<file path="src/rtl/hazard_ctrl.sv">
// Hazard controller for the five-stage IOPipe core. It generates stall, bubble and flush
// requests and EX operand forwarding selects from a shadow pipeline of destination tags.
module hazard_ctrl #(
    parameter int CNT_W = 16
) (
    input  logic             clk,
    input  logic             rst,
    input  logic             id_valid,
    input  logic [4:0]       id_rs,
    input  logic [4:0]       id_rt,
    input  logic [4:0]       id_dest,
    input  logic             id_rs_read,
    input  logic             id_rt_read,
    input  logic             id_reg_wen,
    input  logic             id_lw,
    input  logic             id_isJump,
    input  logic             id_isJR,
    input  logic             mem_busy,
    output logic             stall_if,
    output logic             stall_id,
    output logic             bubble_ex,
    output logic             flush_if,
    output logic             freeze,
    output logic [1:0]       fwd_rs_sel,
    output logic [1:0]       fwd_rt_sel,
    output logic [CNT_W-1:0] stall_cnt
);

    typedef enum logic [1:0] {
        ST_RUN  = 2'd0,
        ST_HOLD = 2'd1,
        ST_FRZ  = 2'd2
    } state_e;

    localparam logic [CNT_W-1:0] CNT_MAX = {CNT_W{1'b1}};
    localparam logic [CNT_W-1:0] CNT_ONE = {{(CNT_W-1){1'b0}}, 1'b1};

    // WB only needs its tag for forwarding, so it carries no load flag.
    logic       ex_v_q, ex_wen_q, ex_lw_q, mem_v_q, mem_wen_q, mem_lw_q, wb_v_q, wb_wen_q;
    logic       ex_v_d, ex_wen_d, ex_lw_d, mem_v_d, mem_wen_d, mem_lw_d, wb_v_d, wb_wen_d;
    logic [4:0] ex_dest_q, ex_rs_q, ex_rt_q, mem_dest_q, wb_dest_q;
    logic [4:0] ex_dest_d, ex_rs_d, ex_rt_d, mem_dest_d, wb_dest_d;

    state_e           state_q, state_d;
    logic [CNT_W-1:0] cnt_q, cnt_d;
    logic             cnt_en_s;

    logic ex_live_s, mem_live_s, wb_live_s;
    logic load_use_s, jr_haz_s, hazard_s, stall_s;

    function automatic logic [1:0] fwd_sel(
        input logic [4:0] src,
        input logic       m_live,
        input logic       m_lw,
        input logic [4:0] m_dest,
        input logic       w_live,
        input logic [4:0] w_dest
    );
        logic [1:0] sel;
        if (m_live && !m_lw && (m_dest == src)) begin
            sel = 2'b01;
        end else if (w_live && (w_dest == src)) begin
            sel = 2'b10;
        end else begin
            sel = 2'b00;
        end
        return sel;
    endfunction

    // Hazard detection and front-end control
    always_comb begin
        ex_live_s  = ex_v_q  && ex_wen_q  && (ex_dest_q  != 5'd0);
        mem_live_s = mem_v_q && mem_wen_q && (mem_dest_q != 5'd0);
        wb_live_s  = wb_v_q  && wb_wen_q  && (wb_dest_q  != 5'd0);
        load_use_s = id_valid && ex_live_s && ex_lw_q &&
                     ((id_rs_read && (id_rs == ex_dest_q)) ||
                      (id_rt_read && (id_rt == ex_dest_q)));
        // JR resolves in ID: ALU results come from MEM, loads must reach WB first.
        jr_haz_s   = id_valid && id_isJR &&
                     ((ex_live_s && (id_rs == ex_dest_q)) ||
                      (mem_live_s && mem_lw_q && (id_rs == mem_dest_q)));
        hazard_s   = load_use_s || jr_haz_s;
        stall_s    = hazard_s && !mem_busy;
        freeze     = mem_busy;
        stall_if   = stall_s;
        stall_id   = stall_s;
        bubble_ex  = stall_s;
        flush_if   = (id_isJump || id_isJR) && id_valid && !stall_s && !mem_busy;
        fwd_rs_sel = fwd_sel(ex_rs_q, mem_live_s, mem_lw_q, mem_dest_q, wb_live_s, wb_dest_q);
        fwd_rt_sel = fwd_sel(ex_rt_q, mem_live_s, mem_lw_q, mem_dest_q, wb_live_s, wb_dest_q);
    end

    // Shadow pipeline advance
    always_comb begin
        if (!mem_busy) begin
            wb_v_d     = mem_v_q;
            wb_wen_d   = mem_wen_q;
            wb_dest_d  = mem_dest_q;
            mem_v_d    = ex_v_q;
            mem_wen_d  = ex_wen_q;
            mem_lw_d   = ex_lw_q;
            mem_dest_d = ex_dest_q;
            ex_v_d     = id_valid && !stall_s;
            ex_wen_d   = id_reg_wen;
            ex_lw_d    = id_lw;
            ex_dest_d  = id_dest;
            ex_rs_d    = id_rs;
            ex_rt_d    = id_rt;
        end else begin
            wb_v_d     = wb_v_q;
            wb_wen_d   = wb_wen_q;
            wb_dest_d  = wb_dest_q;
            mem_v_d    = mem_v_q;
            mem_wen_d  = mem_wen_q;
            mem_lw_d   = mem_lw_q;
            mem_dest_d = mem_dest_q;
            ex_v_d     = ex_v_q;
            ex_wen_d   = ex_wen_q;
            ex_lw_d    = ex_lw_q;
            ex_dest_d  = ex_dest_q;
            ex_rs_d    = ex_rs_q;
            ex_rt_d    = ex_rt_q;
        end
    end

    // Shadow pipeline registers
    always_ff @(posedge clk) begin
        if (rst) begin
            ex_v_q     <= 1'b0;
            ex_wen_q   <= 1'b0;
            ex_lw_q    <= 1'b0;
            ex_dest_q  <= 5'd0;
            ex_rs_q    <= 5'd0;
            ex_rt_q    <= 5'd0;
            mem_v_q    <= 1'b0;
            mem_wen_q  <= 1'b0;
            mem_lw_q   <= 1'b0;
            mem_dest_q <= 5'd0;
            wb_v_q     <= 1'b0;
            wb_wen_q   <= 1'b0;
            wb_dest_q  <= 5'd0;
        end else begin
            ex_v_q     <= ex_v_d;
            ex_wen_q   <= ex_wen_d;
            ex_lw_q    <= ex_lw_d;
            ex_dest_q  <= ex_dest_d;
            ex_rs_q    <= ex_rs_d;
            ex_rt_q    <= ex_rt_d;
            mem_v_q    <= mem_v_d;
            mem_wen_q  <= mem_wen_d;
            mem_lw_q   <= mem_lw_d;
            mem_dest_q <= mem_dest_d;
            wb_v_q     <= wb_v_d;
            wb_wen_q   <= wb_wen_d;
            wb_dest_q  <= wb_dest_d;
        end
    end

    // FSM state register
    always_ff @(posedge clk) begin
        if (rst) begin
            state_q <= ST_RUN;
        end else begin
            state_q <= state_d;
        end
    end

    // FSM next state
    always_comb begin
        case (state_q)
            ST_RUN: begin
                if (mem_busy) begin
                    state_d = ST_FRZ;
                end else if (hazard_s) begin
                    state_d = ST_HOLD;
                end else begin
                    state_d = ST_RUN;
                end
            end
            ST_HOLD: begin
                if (mem_busy) begin
                    state_d = ST_FRZ;
                end else if (!hazard_s) begin
                    state_d = ST_RUN;
                end else begin
                    state_d = ST_HOLD;
                end
            end
            ST_FRZ: begin
                if (mem_busy) begin
                    state_d = ST_FRZ;
                end else if (hazard_s) begin
                    state_d = ST_HOLD;
                end else begin
                    state_d = ST_RUN;
                end
            end
            default: state_d = ST_RUN;
        endcase
    end

    // FSM output: the cycle being entered is a counted stall/freeze cycle
    always_comb begin
        case (state_d)
            ST_RUN:  cnt_en_s = 1'b0;
            ST_HOLD: cnt_en_s = 1'b1;
            ST_FRZ:  cnt_en_s = 1'b1;
            default: cnt_en_s = 1'b0;
        endcase
    end

    // Saturating stall counter next value
    always_comb begin
        if (cnt_en_s && (cnt_q != CNT_MAX)) begin
            cnt_d = cnt_q + CNT_ONE;
        end else begin
            cnt_d = cnt_q;
        end
    end

    // Stall counter register
    always_ff @(posedge clk) begin
        if (rst) begin
            cnt_q <= {CNT_W{1'b0}};
        end else begin
            cnt_q <= cnt_d;
        end
    end

    assign stall_cnt = cnt_q;

endmodule

</file>
<file path="config.mk">
export PLATFORM = sky130hd
export DESIGN_NAME = hazard_ctrl
export DESIGN_NICKNAME = d
export VERILOG_FILES = /design/src/rtl/hazard_ctrl.sv
export SDC_FILE = /design/constraint.sdc
export NUM_CORES = 1
export LEC_CHECK = 0
export ABC_AREA = 1
export CAP_MARGIN = 20
export CORE_MARGIN = 2
export CORE_UTILIZATION = 53
export DETAILED_ROUTE_END_ITERATION = 10
export PLACE_DENSITY = 0.8
export SYNTH_ARGS = -nofsm -noshare
export SYNTH_HDL_FRONTEND = slang
export SYNTH_SLANG_ARGS = --single-unit
</file>
<file path="constraint.sdc">
create_clock -name clk -period 2.81 [get_ports clk]
set_clock_uncertainty 0.2 [all_clocks]
set_input_delay 0.843 -clock clk [delete_from_list [all_inputs] [get_ports clk]]
set_output_delay 0.843 -clock clk [all_outputs]
set_load 0.03 [all_outputs]
</file>
Word level (Yosys, flattened, before mapping)
Index checks and enable logic that the tools add are counted.
{"block": "op_classes", "n_eq_ne": 12, "addsub": 1, "reduce_logical": 40, "n_mux": 8}
{"operator": "5-bit equality test", "count": 7}
{"operator": "1-bit logical AND", "count": 27}
{"operator": "16-bit by 1-bit adder with 16-bit output (second input constant)", "count": 1}
{"operator": "16-bit != test (second input constant)", "count": 1}
{"operator": "5-bit nonzero test", "count": 3}
{"operator": "2-bit two-way mux", "count": 6}
{"operator": "2-bit by 1-bit equality test with 1-bit output (second input constant)", "count": 2}
{"operator": "2-bit equality test (second input constant)", "count": 2}
{"operator": "1-bit logical OR", "count": 4}
{"operator": "1-bit logical NOT", "count": 3}
{"operator": "3-bit OR reduction", "count": 1}
{"operator": "2-bit logical NOT", "count": 1}
{"operator": "1-bit two-way mux", "count": 2}
{"operator": "2-bit OR reduction", "count": 1}
{"block": "word_totals", "register_bits": 51}

Depth between registers and ports, before layout
{"block": "depth", "ltp_word": 14, "depth_mapped": 16, "mapped_depth_nobuf": 15}

Worst setup path after synthesis
OpenSTA, ideal clock, no wires.
{"block": "synth_timing", "kind": "reg2out", "start": "register mem_dest_q[2]", "end": "output fwd_rt_sel[1]", "t_arrival_ns": 2.267, "path_stages_with_launch": 8, "setup_slack_ns": -0.500, "t_required_ns": 1.767, "path_cell_list": "dfxtp_1 -> buf_2 -> nor2_1 -> nand3_1 -> nand2_1 -> or2_2 -> nor4_1 -> nor2_1"}
{"block": "synth_between", "elab_chain_cells": 5}
{"item": "from (decl)", "line_no": "41", "rtl": "logic [4:0] ex_dest_q, ex_rs_q, ex_rt_q, mem_dest_q, wb_dest_q;"}
{"item": "from (signal assigned)", "line_no": "152", "rtl": "mem_dest_q <= mem_dest_d;"}
{"item": "5-bit nonzero test", "line_no": "73", "rtl": "mem_live_s = mem_v_q && mem_wen_q && (mem_dest_q != 5'd0);"}
{"item": "1-bit logical AND", "line_no": "73"}
{"item": "1-bit logical AND", "line_no": "60", "rtl": "if (m_live && !m_lw && (m_dest == src)) begin"}
{"item": "1-bit logical AND (*)", "line_no": "60"}
{"item": "2-bit two-way mux (*)", "line_no": "60"}
{"item": "to (decl)", "line_no": "25", "rtl": "output logic [1:0] fwd_rt_sel,"}
Every way passes the cells marked *; elsewhere a longest branch is shown, timed or not.

Worst setup path after layout
{"block": "layout_timing", "start": "input id_rs[1]", "end": "output flush_if"}
{"block": "layout_between", "elab_chain_cells": 9}
{"item": "from (decl)", "line_no": "9", "rtl": "input logic [4:0] id_rs,"}
{"item": "5-bit equality test, on equally long branches", "line_no": "76, 80, 81"}
{"item": "1-bit logical AND, on equally long branches", "line_no": "76, 80, 81"}
{"item": "1-bit logical OR, on equally long branches", "line_no": "76, 80"}
{"item": "1-bit logical AND, on equally long branches", "line_no": "75, 79"}
{"item": "1-bit logical OR (*)", "line_no": "82", "rtl": "hazard_s = load_use_s || jr_haz_s;"}
{"item": "1-bit logical AND (*)", "line_no": "83", "rtl": "stall_s = hazard_s && !mem_busy;"}
{"item": "1-bit logical NOT (*)", "line_no": "88", "rtl": "flush_if = (id_isJump || id_isJR) && id_valid && !stall_s && !mem_busy;"}
{"item": "1-bit logical AND (*) (2 in series)", "line_no": "88"}
{"item": "to (decl)", "line_no": "22", "rtl": "output logic flush_if,"}
Marked as above.

==> results.py <==
metrics = {
    "status": {
        "outcome": "complete, but fails checks",
        "violations": "setup timing",
    },
    "sta": {
        "hold_violations": 0,
        "worstMarginPinSlew_ps": 423,
        "finalSetupViolations": 5,
        "fin_setup_tns_ps": -822,
        "period_share": 1.07,
        "fmax_ghz": 0.332,
        "min_period_ps": 3020,
        "slew_headroom": 0.715,
        "slew_violations": 0,
        "setup_ws_ps": -206,
        "grt_setup_unrepaired": "true",
    },
    "route": {
        "dr.pass1.iters": 5,
        "drcViolationCount": 0,
        "vias": 2887,
        "vias_per_cell": 5.36,
        "ant_nets": 0,
        "drt_wl_total_um": 7690,
        "drtIter0Drc": 231,
        "avgRoutedWirePerCell_um": 14.3,
    },
    "setup_path": {
        "required_ps": 1770,
        "crit_fanout": 3,
        "slowest_delay_ps": 140,
        "cpMaxStageDelayCell": "buf_6",
        "cp_data_arrival_time_ps": 1970,
        "timing_worst_setup_path_type": "in2out",
        "path_delay_family": "simple AND/OR/NAND/NOR gates",
        "path_cells": "buf_6 > buf_6 > inv_12 > nand2_4 > nand2_2 > clkinv_2 > nand2_1 > nor2_1 > nand2_1 > nand2_2 > nand2_4 > nand4_1 > nor2_2 > buf_6",
        "worstSetupStartpointType": "input pin",
        "critPathCaptureType": "output pin",
        "cpMostUsedCell": "buf_6",
        "cp_num_buf_inv": 5,
    },
    "global_routing": {
        "grt-ovfl-total": 0,
        "grt_pass1_vias": 2572,
        "grt_pass1_wl_um": 12200,
        "grt_max_degree": 37,
        "antenna_found_initial": 0,
        "track_usage": 0.256,
    },
    "synthesis": {
        "ys_ff_latch": 51,
        "syn-cell-area_um2": 2790,
        "ys_seq_area_frac": 0.366,
        "netlist_instances": 392,
        "yosys.area_share.xor_xnor": 0.119,
        "synth_adder_area_share": 0.00448,
        "synth_mux_area_frac": 0,
        "ys_types": 31,
        "synth_commonest_cells": "nand2_1 (80), dfxtp_1 (51), nor2_1 (48)",
        "yosys.area.top_type": "dfxtp_1",
        "yosysMostFrequentCell": "nand2_1",
        "synthesis.nets": 418,
        "yosys.area_share.simple": 0.283,
        "yosys-top-cells-area": "dfxtp_1 (37%), nand2_1 (11%), xnor2_1 (6.6%)",
        "synth_area_per_cell_um2": 7.12,
        "ys_warn_count": 0,
        "synth_async_sr_flop_share": 0,
        "synth_top_family_by_area": "simple AND/OR/NAND/NOR gates",
        "synth_edf_count": 0,
        "synth_top_area_frac": 0.366,
        "synth_ff_type": "dfxtp_1",
        "synth_compound_area_frac": 0.147,
    },
    "place": {
        "dp_hpwl_um": 5110,
        "placed_cells": 519,
        "port_buffers": 49,
        "place_ws_ps": -652,
        "globalplace.congestion": 0.917,
    },
    "power": {
        "p_seq_frac": 0.518,
        "p_sw_frac": 0.298,
        "clock_power_share": 0.283,
        "p_leak_nw": 1.60,
        "internal_power_w": 0.00108,
        "power_w": 0.00153,
        "powerDensity_nw_per_um2": 406,
        "p_sw_w": 0.000457,
        "p_comb_frac": 0.199,
        "irDropWorstVdd_mv": 0.258,
    },
    "clocking": {
        "clock_latency_ps": 310,
        "clkSlewWorstSetupHoldPaths_ps": 100,
        "root_buffer": "clkbuf_8",
        "cts_sinks": 51,
        "cts.path.max_buffers": 2,
        "cts_tree": "done",
        "holdBufCountCts": 0,
        "h-tree-depth": 2,
        "numCtsBuffers": 5,
    },
    "floorplan": {
        "start_util": 0.547,
        "fp-row-count": 26,
        "die_h_um": 76.6,
        "die_width_um": 76.6,
        "pin_count": 50,
        "die-area_um2": 5870,
        "core_um2": 5110,
    },
    "finish": {
        "drive_gt1_frac": 0.256,
        "area_growth_pct": 35.2,
        "antenna_cells": 0,
        "stdcell_count": 539,
        "fin_nets": 494,
    },
    "min_path": {
        "min_path_type": "reg2reg",
    },
    "job": {
        "drv_cap": 0,
    },
}
==> metal layers <==
metal | vias to the layer above | share of wire | track usage
met5 | - | 0 | 0
met3 | 10 | 0.044 | 0.0462
met1 | 1374 | 0.47 | 0.352
met2 | 74 | 0.48 | 0.409
met4 | 0 | 0.015 | 0.0818
li1 | 1429 | - | -
==> registers in the layout (all words and copies together), names as in the netlist <==
| signal | count |
|---|---|
| ex_v_q | 1 |
| mem_v_q | 1 |
| ex_dest_q | 5 |
| ex_rs_q | 5 |
| stall_cnt | 16 |
| mem_dest_q | 5 |
| mem_lw_q | 1 |
| ex_wen_q | 1 |
| wb_v_q | 1 |
| mem_wen_q | 1 |
| wb_wen_q | 1 |
| ex_rt_q | 5 |
| ex_lw_q | 1 |
| wb_dest_q | 5 |
| state_q | 2 |
==> cells in the final DEF (no fill, tap or decap), types with 4 or more instances in the layout <==
master and instances:
nand2_1 69, dfxtp_1 50, nor2_1 46, buf_4 33, o21ai_0 32, a21oi_1 28
clkdlybuf4s50_1 28, nand3_1 27, xnor2_1 20, xor2_1 17, buf_6 15, inv_2 12
inv_1 12, a21oi_2 11, nand2_2 8, nand4_1 7, buf_2 6, nand2_4 5
clkbuf_8 5, nor3_1 4
==> what timing repair did <==
item | in CTS | in global routing
pin swaps | 14 | 19
endpoints found under the setup margin | 6 | 8
buffers inserted | 11 | 1
resized for setup | 60 | 29
==> layout make-up <==
class	instances	area, µm²
multi-input combinational	293	1660
fill	398	1330
sequential	51	1020
timing repair buffer	88	779
inverter	29	135
tap	70	87.6
clock buffer	5	68.8
clock inverter	3	18.8
==> kinds of logic (layout without fill, tap and decap cells) <==
| group | count (synthesis) | count (layout) |
|---|---|---|
| AO/OA/AOI/OAI | 74 | 74 |
| adder cells (fa/ha/maj) | 1 | 1 |
| AND/OR/NAND/NOR | 180 | 180 |
| buffers and inverters | 48 | 125 |
| flip-flops | 51 | 51 |
| XOR/XNOR | 38 | 38 |
==> power groups by stage <==
stage | registers [W] | clock network [W] | logic [W]
after global placement | 0.000807 | 0 | 0.000266
after CTS | 0.000792 | 0.000430 | 0.000284
after detailed placement | 0.000808 | 0 | 0.000272
after global routing | 0.000798 | 0.000475 | 0.000333
after floorplan | 0.000809 | 0 | 0.000158
final | 0.000793 | 0.000434 | 0.000305
==> worst register-to-register path: cells and delay by family, from the launching register on <==
family	cells	cell delay, ps
buffers and inverters	13	1370
AND/OR/NAND/NOR	8	600
flip-flops	1	320
AO/OA/AOI/OAI	1	100
==> per-stage QoR <==
stage	hold WS, ps	area [µm²]	util
floorplan	249	2870	-
global placement	266	3510	0.687
detailed placement	271	3510	0.687
CTS	302	3690	0.723
global route	329	3780	0.739
finish	296	3780	0.739
==> path summary, 6_finish.rpt <==
path / endpoint / slack (ps) / cells past startpoint / start
worst min register to register: mem_v_q / 300 / 2 / mem_v_q
worst min-delay path: mem_v_q / 300 / 2 / mem_v_q
worst max-delay path: flush_if / -210 / 14 / id_rs[1]
worst max register to register: ex_v_q / 180 / 22 / mem_dest_q[3]
(Power assumes the default switching activity.)
